--- src/rtl/alu_pipe_pkg.sv ---
// Shared processing-unit types.
// Holds the ALU operation encoding used across the pipeline.
package Pu_types;

  typedef enum logic [3:0] {
    ALU_ADD,
    ALU_SUB,
    ALU_NEG,
    ALU_AND,
    ALU_OR,
    ALU_XOR,
    ALU_NAND,
    ALU_NOR,
    ALU_ROTL,
    ALU_ESH,
    ALU_ESB,
    ALU_SHL,
    ALU_SHR,
    ALU_SRA
  } Alu_op;

endpackage

--- src/rtl/alu_pipe_core.sv ---
// Combinational ALU: result, carry/overflow and signed compare flags.
// Pure datapath; the pipeline wrapper registers its outputs.
module alu_core
  import Pu_types::*;
#(
  parameter int WIDTH = 32
) (
  input  Alu_op                      i_op,
  input  logic [WIDTH-1:0]           i_a,
  input  logic [WIDTH-1:0]           i_b,
  input  logic                       i_cin,
  input  logic [$clog2(WIDTH)-1:0]   i_dist,
  input  logic [$clog2(WIDTH)-1:0]   i_start,
  input  logic [$clog2(WIDTH)-1:0]   i_stop,
  output logic [WIDTH-1:0]           o_res,
  output logic                       o_cout,
  output logic                       o_ov,
  output logic                       o_lt,
  output logic                       o_gt,
  output logic                       o_eq
);

  localparam int HW = (WIDTH < 16) ? WIDTH : 16;

  logic [WIDTH-1:0]   w_x;
  logic [WIDTH-1:0]   w_y;
  logic               w_c;
  logic [WIDTH-1:0]   w_sum;
  logic               w_co;
  logic [2*WIDTH-1:0] w_dbl;
  logic [WIDTH-1:0]   w_rot;
  logic [WIDTH-1:0]   w_mask;
  logic               w_arith;

  // add, sub and neg share one adder: x + y + c
  always_comb begin
    w_x = i_a;
    w_y = i_b;
    w_c = i_cin;
    case (i_op)
      ALU_SUB: w_x = ~i_a;
      ALU_NEG: begin
        w_x = ~i_a;
        w_y = '0;
        w_c = 1'b1;
      end
      default: ;
    endcase
  end

  assign {w_co, w_sum} = {1'b0, w_x}
                       + {1'b0, w_y}
                       + {{WIDTH{1'b0}}, w_c};

  assign w_dbl = {i_a, i_a} << i_dist;
  assign w_rot = w_dbl[2*WIDTH-1:WIDTH];

  // mask positions count from the MSB (position 0)
  always_comb begin
    w_mask = '0;
    for (int i = 0; i < WIDTH; i++) begin
      if (i_start <= i_stop)
        w_mask[WIDTH-1-i] = (i >= int'(i_start))
                         && (i <= int'(i_stop));
      else
        w_mask[WIDTH-1-i] = (i >= int'(i_start))
                         || (i <= int'(i_stop));
    end
  end

  always_comb begin
    o_res   = w_sum;
    w_arith = 1'b0;
    case (i_op)
      ALU_ADD,
      ALU_SUB,
      ALU_NEG:  w_arith = 1'b1;
      ALU_AND:  o_res = i_a & i_b;
      ALU_OR:   o_res = i_a | i_b;
      ALU_XOR:  o_res = i_a ^ i_b;
      ALU_NAND: o_res = ~(i_a & i_b);
      ALU_NOR:  o_res = ~(i_a | i_b);
      ALU_ROTL: o_res = (w_rot & w_mask)
                      | (i_b & ~w_mask);
      ALU_ESH:  o_res = WIDTH'($signed(i_a[HW-1:0]));
      ALU_ESB:  o_res = WIDTH'($signed(i_a[7:0]));
      ALU_SHL:  o_res = i_a << i_dist;
      ALU_SHR:  o_res = i_a >> i_dist;
      ALU_SRA:  o_res = $unsigned($signed(i_a) >>> i_dist);
      default:  o_res = w_sum;
    endcase
  end

  assign o_cout = w_arith & w_co;
  assign o_ov   = w_arith
                & (w_x[WIDTH-1] == w_y[WIDTH-1])
                & (w_sum[WIDTH-1] != w_x[WIDTH-1]);
  assign o_eq   = (o_res == '0);
  assign o_lt   = o_res[WIDTH-1];
  assign o_gt   = !o_eq && !o_lt;

endmodule

--- src/rtl/alu_pipe.sv ---
// Pipelined ALU wrapper: STAGES register slices with valid/ready flow.
// Stage 1 captures the core result; later stages only move data.
module alu_pipe
  import Pu_types::*;
#(
  parameter int WIDTH  = 32,
  parameter int STAGES = 2,
  parameter int TAG_W  = 4
) (
  input  logic                      clk,
  input  logic                      reset,
  input  logic                      in_valid,
  output logic                      in_ready,
  input  Alu_op                     op,
  input  logic [WIDTH-1:0]          a,
  input  logic [WIDTH-1:0]          b,
  input  logic                      cin,
  input  logic [$clog2(WIDTH)-1:0]  rot_dist,
  input  logic [$clog2(WIDTH)-1:0]  rot_start,
  input  logic [$clog2(WIDTH)-1:0]  rot_stop,
  input  logic [TAG_W-1:0]          tag,
  output logic                      out_valid,
  input  logic                      out_ready,
  output logic [WIDTH-1:0]          res,
  output logic                      cout,
  output logic                      ov,
  output logic                      lt,
  output logic                      gt,
  output logic                      eq,
  output logic [TAG_W-1:0]          out_tag
);

  localparam int L = STAGES - 1;

  if (!(WIDTH == 8 || WIDTH == 16 ||
        WIDTH == 32 || WIDTH == 64)) begin : g_bad_width
    $error("alu_pipe: WIDTH must be 8, 16, 32 or 64");
  end
  if (STAGES < 1 || STAGES > 4) begin : g_bad_stages
    $error("alu_pipe: STAGES must be 1 to 4");
  end

  logic [WIDTH-1:0]  w_res;
  logic              w_cout;
  logic              w_ov;
  logic              w_lt;
  logic              w_gt;
  logic              w_eq;
  logic              w_acc;
  logic [STAGES-1:0] w_en;

  logic [STAGES-1:0] r_vld;
  logic [WIDTH-1:0]  r_res [STAGES];
  logic [4:0]        r_flg [STAGES];
  logic [TAG_W-1:0]  r_tag [STAGES];

  alu_core #(.WIDTH(WIDTH)) u_core (
    .i_op    (op),
    .i_a     (a),
    .i_b     (b),
    .i_cin   (cin),
    .i_dist  (rot_dist),
    .i_start (rot_start),
    .i_stop  (rot_stop),
    .o_res   (w_res),
    .o_cout  (w_cout),
    .o_ov    (w_ov),
    .o_lt    (w_lt),
    .o_gt    (w_gt),
    .o_eq    (w_eq)
  );

  // a stage moves when it or anything downstream has a hole
  for (genvar i = 0; i < STAGES; i++) begin : g_en
    assign w_en[i] = out_ready | !(&r_vld[STAGES-1:i]);
  end

  assign in_ready = !reset && (out_ready || !(|r_vld));
  assign w_acc    = in_valid && in_ready;

  always_ff @(posedge clk) begin
    if (reset) begin
      r_vld <= '0;
      for (int i = 0; i < STAGES; i++) begin
        r_res[i] <= '0;
        r_flg[i] <= '0;
        r_tag[i] <= '0;
      end
    end else begin
      if (w_en[0]) begin
        r_vld[0] <= w_acc;
        if (w_acc) begin
          r_res[0] <= w_res;
          r_flg[0] <= {w_cout, w_ov, w_lt, w_gt, w_eq};
          r_tag[0] <= tag;
        end
      end
      for (int i = 1; i < STAGES; i++) begin
        if (w_en[i]) begin
          r_vld[i] <= r_vld[i-1];
          r_res[i] <= r_res[i-1];
          r_flg[i] <= r_flg[i-1];
          r_tag[i] <= r_tag[i-1];
        end
      end
    end
  end

  // idle output reads as a zero result, hence eq stays high
  assign out_valid = r_vld[L];
  assign res       = out_valid ? r_res[L] : '0;
  assign {cout, ov, lt, gt} =
    out_valid ? r_flg[L][4:1] : 4'b0;
  assign eq        = out_valid ? r_flg[L][0] : 1'b1;
  assign out_tag   = out_valid ? r_tag[L] : '0;

endmodule

--- config.mk ---
export PLATFORM = sky130hd
export DESIGN_NAME = alu_pipe
export DESIGN_NICKNAME = d
export VERILOG_FILES = /design/src/rtl/alu_pipe_pkg.sv /design/src/rtl/alu_pipe_core.sv /design/src/rtl/alu_pipe.sv
export SDC_FILE = /design/constraint.sdc
export NUM_CORES = 1
export LEC_CHECK = 0
export CAP_MARGIN = 0
export CELL_PAD_IN_SITES_DETAIL_PLACEMENT = 1
export CELL_PAD_IN_SITES_GLOBAL_PLACEMENT = 1
export CORE_UTILIZATION = 46
export CTS_CLUSTER_SIZE = 12
export DETAILED_ROUTE_END_ITERATION = 6
export PLACE_DENSITY = 0.81
export SYNTH_ARGS = -nofsm -noshare
export SYNTH_HDL_FRONTEND = slang
export SYNTH_SLANG_ARGS = --single-unit
export TNS_END_PERCENT = 1
--- constraint.sdc ---
create_clock -name clk -period 9.31 [get_ports clk]
set_input_delay 2.793 -clock clk [delete_from_list [all_inputs] [get_ports clk]]
set_output_delay 2.793 -clock clk [all_outputs]
set_load 0.01 [all_outputs]
**Yosys cells after proc, flatten, opt, wreduce, memory -nomap -nowiden**

Memory sizes are Yosys's and may differ from the RTL's.
Cells that the tools add are included.
Widths: inputs -> output; s select.

- Flip-flop bits (word level): 2
- RAM bits: 82
- Input port bits: 92
- Output and inout bits: 43
- Memories kept: 3

Memories:

| memory | depth | width | rd ports | clocked after memory_dff | wr ports | RTL line | text |
|---|---|---|---|---|---|---|---|
| r_res | 2 | 32 | 2 | 0 | 2 | alu_pipe.sv:53 | `logic [WIDTH-1:0] r_res [STAGES];` |
| r_flg | 2 | 5 | 2 | 0 | 2 | alu_pipe.sv:54 | `logic [4:0] r_flg [STAGES];` |
| r_tag | 2 | 4 | 2 | 0 | 2 | alu_pipe.sv:55 | `logic [TAG_W-1:0] r_tag [STAGES];` |

- Add/sub/neg operators: 2
- $lt $le $gt $ge: 63
- Equal/unequal tests: 15
- Shifts and indexed selects: 4
- Multiplexer cells: 56
- Bitwise logic cells: 21
- Reductions and logical operators: 76

Operators by type and width:

| kind | number |
|---|---|
| $pmux 32 s11 | 1 |
| $mux 32 | 5 |
| $not 32->32 | 4 |
| $and 32x32->32 | 3 |
| $le 5x5->1 const A | 16 |
| $ge 5x5->1 const A | 15 |
| $or 32x32->32 | 2 |
| $shl 64x5->64 | 1 |
| $mux 1 | 44 |
| $ge 4x5->1 const A | 8 |
| $le 4x5->1 const A | 8 |
| $add 32x32->33 | 1 |
| $add 33x1->33 | 1 |
| $logic_and 1x1->1 | 33 |
| $logic_not 32->1 | 1 |
| $shl 32x5->32 | 1 |
| $shr 32x5->32 | 1 |
| $sshr 32x5->32 | 1 |
| $xor 32x32->32 | 1 |
| $logic_or 1x1->1 | 31 |
| $eq 4x4->1 const B | 6 |
| $ge 3x5->1 const A | 4 |
| $le 3x5->1 const A | 4 |
| $eq 4x3->1 const B | 4 |
| other kinds (18) | 41 |

**Logic depth before layout (Yosys ltp)**

- Word-level depth: 11
- Depth in mapped cells: 20
- Depth with buffers taken out: 15

**By module**

A second synthesis with hierarchy kept.

- Cell total of the unflattened synthesis: 1,914
- Area total of the unflattened synthesis: 15,558.7 um^2

Modules (own cells, without submodules):

| module | times used | cells each | area an instance (um^2) |
|---|---|---|---|
| alu_core | 1 | 1,676 | 11,984.0 |
| alu_pipe | 1 | 238 | 3,574.7 |

**Least setup slack after synthesis**

OpenSTA, ideal clock, no wires.

- Path type: input-to-reg
- Start point: in op[2]
- End point: mem r_flg[0][1], data pin
- Data arrival time: 7.596 ns
- Path slack: 1.438 ns
- Cell stages on the path: 20
- Buffers on the path: 6
- Path through: buf_2 > buf_2 > buf_2 > buf_1 > buf_1 > nor3_1 > clkbuf_1 > nor2_1 > fa_1 > fa_1 > a211oi_1 > nor4_1 > nor3_1 > xor2_1 > nor2_1 > a2111oi_4 > nand4b_1 > or4b_1 > nor3_2 > a31oi_1

RTL lines:

| element | RTL line | text |
|---|---|---|
| start: declaration | alu_pipe.sv:14 | `input Alu_op op,` |
| end: declaration | alu_pipe.sv:54 |  |

==> results.cfg <==
[yosys]
synth_area_sq_um = 17050
yosys_warnings = 0
synth.avg_cell_area_sq_um = 8.166
ys.flop_type = edfxtp_1
ys_ff_latch = 82
ys_seq_area_share_pct = 14.32
synth_cells = 2088
synth_edf_count = 80
synth_nets = 2282
synth.distinct_cells = 107
async_flop_share_pct = 0

[clocking]
htreeDepth = 3
cts_setup_buffers = 0
clockBufferDepth = 2
clock-sinks = 82
cts_root_buffer = clkbuf_16
path_clk_slew_ns = 0.08
holdBufCountCts = 0
post_cts_resized = 0
cts_made_buffers = 9
clk_latency_ns = 0.34
cts_tree = done

[final_layout]
area_growth_pct = 11.51
mostFrequentLayoutCell = nor2_1
fin_nets = 2303
fill_cells = 4334
drive_gt1_share_pct = 13.86
design_area_sq_um = 19010
mostFrequentLayoutCells = nor2_1 (176), nand2_1 (138), clkdlybuf4s50_1 (126)

[sta]
rsz0062_at_grt = no
drv_slew = 4
finClkSkew_ns = 0.01107
clock.fmax_mhz = 120.4
max-slew-margin-rel_pct = -0.9729
final_hold_viol_count = 0
tns_ns = 0
worstMarginPinSlew_ns = 1.508
report.final.setup_viol = 0
finalWorstPathRequiredPeriod_ns = 8.307
period_share_pct = 89.22

[setup_path]
cp-startpoint = op[3]
r2r-end = r_res[0][8]$_SDFFCE_PN0P_
critPathCapture = r_flg[0][1]$_SDFFCE_PN0P_
cp_max_fo = 19
critPathArrivalTime_ns = 8.36
r2r.worst_path.cells = 5
cp-end-kind = flop
cp_data_required_time_ns = 9.36
start_kind = input pin
regToRegSetupSlack_ns = 6.42
path_class = in2reg
r2r-start = r_vld[1]$_SDFFE_PP0N_

[global_route]
first_global_vias = 20460
overflow = 0
antenna_found_initial = 9
grt_max_degree = 91
grt_pass1_wl_mm = 149.8
grt_util_all_layers_pct = 54.94

[detailed_routing]
drc = 0
route.antenna.remaining_nets = 0
firstDrtPassIters = 6
wl_per_cell_microns = 40.78
first_iter_violations = 3054
vias = 20540
via_per_inst = 7.927
drt_wl_total_mm = 105.7

[floorplan]
start_util_pct = 46.69
die_h_microns = 194.5
ios = 135
die-area_sq_um = 37840
rows = 70
die_w_microns = 194.5
coreArea_sq_um = 36520

[power]
powerDensity_nw_per_um2 = 108.8
irDropWorstVdd_v = 0.0001066
leakagePower_uw = 0.007362

[run_status]
status = finished with violations
violations = max-capacitance violations, max-slew violations

[place]
place_area_sq_um = 18710
place.gp.congestion = 1.202
io_buffers = 134
dp_hpwl_mm = 79.38

[worst_hold_path]
min_path_type = reg2reg

[flow_run]
maxCapViolations = 2
-- worst min-delay path by stage --
stage,slack [ns],depth (start not counted),startpoint,to
after floorplan,0.44,2,r_vld[0]$_SDFFE_PP0P_,r_vld[1]$_SDFFE_PP0N_
after global placement,0.46,2,r_vld[0]$_SDFFE_PP0P_,r_vld[1]$_SDFFE_PP0N_
after detailed placement,0.51,2,r_vld[0]$_SDFFE_PP0P_,r_vld[1]$_SDFFE_PP0N_
after CTS,0.53,1,r_res[0][17]$_SDFFCE_PN0P_,r_res[0][49]$_SDFFCE_PN0P_
after global routing,0.54,1,r_res[0][17]$_SDFFCE_PN0P_,r_res[0][49]$_SDFFCE_PN0P_
final,0.53,1,r_res[0][17]$_SDFFCE_PN0P_,r_res[0][49]$_SDFFCE_PN0P_
-- Yosys cell counts (54+ instances only) --
| library cell | n | share of area [%] |
|---|---|---|
| nand2_1 | 138 | 3.0 |
| nor3_1 | 54 | 1.6 |
| mux2i_1 | 108 | 6.3 |
| nor2_1 | 178 | 3.9 |
| clkbuf_1 | 123 | 2.7 |
| ha_1 | 100 | 7.3 |
| edfxtp_1 | 80 | 14 |
| o21ai_0 | 80 | 2.3 |
| a21oi_1 | 104 | 3.1 |
| and2_1 | 106 | 3.9 |
| inv_1 | 85 | 1.9 |
| mux4_2 | 79 | 10 |
-- power breakdown --
part           switching [uW]  leakage (uW)  internal [uW]
combinational             831       0.00633            424
sequential               15.7      0.000905            450
clock                     164      0.000127            184
-- cell families (layout without fill, tap and decap cells) --
group | count (synthesis) | count (layout) | share of synthesized area (%)
other | 0 | 9 | 0
DFF | 82 | 82 | 14.32
xor gates and xnor gates | 50 | 50 | 2.568
muxes | 238 | 238 | 20.23
AOI/OAI and AO/OA | 583 | 583 | 24.72
buffers and inverters | 298 | 324 | 7.617
adders and majority gates | 125 | 125 | 8.930
and+or+nand+nor | 712 | 712 | 21.61
-- area by class of cell --
type	count	area (sq um)	area share (%)
timing repair buffer	219	1988	10.46
tap	468	585.6	3.080
clock inverter	6	51.30	0.2698
inverter	89	334.1	1.757
clock buffer	10	229.0	1.204
multi-input combinational	1708	13360	70.27
antenna	9	22.52	0.1185
sequential	82	2442	12.85
-- worst max-delay path: stages --
cell,delay [ns]
clkdlybuf4s50_1,0.51
nor2_1,0.48
o21ai_4,0.39
xnor2_1,0.33
fa_1,0.28
fa_1,0.23
a211oi_1,0.08
buf_4,0.16
nor4_1,0.58
o2111ai_1,0.28
a21boi_0,0.48
o21ai_0,0.22
a31oi_1,0.45
a2111oi_0,0.15
a41o_1,0.24
a221oi_1,0.50
a31oi_1,0.20
-- per-stage QoR --
| stage | power (uW) | utilization, % | worst slack, ns | instances | hold slack [ns] |
|---|---|---|---|---|---|
| floorplan | 1162 | - | 1.438 | 2088 | 0.4403 |
| global placement | 1590 | 51.23 | 1.239 | 2566 | 0.4583 |
| detailed placement | 1629 | 51.23 | 0.9361 | 2566 | 0.5079 |
| CTS | 1979 | 52.00 | 1.265 | 2582 | 0.5334 |
| global route | 2091 | 52.00 | 0.9382 | 2582 | 0.5442 |
| finish | 2068 | 52.06 | 1.003 | 2591 | 0.5289 |
-- layer usage --
| layer | track usage [%] | part of all wire [%] |
|---|---|---|
| met3 | 20.63 | 14 |
| met2 | 81.39 | 41 |
| met4 | 47.91 | 11 |
| met5 | 0.6386 | 0.16 |
| met1 | 62.01 | 34 |
-- state kept, by name, indices dropped and copies added, names as in the netlist --
register	flops
r_flg	10
r_vld	2
r_tag	8
r_res	62
(Power assumes the default switching activity.)
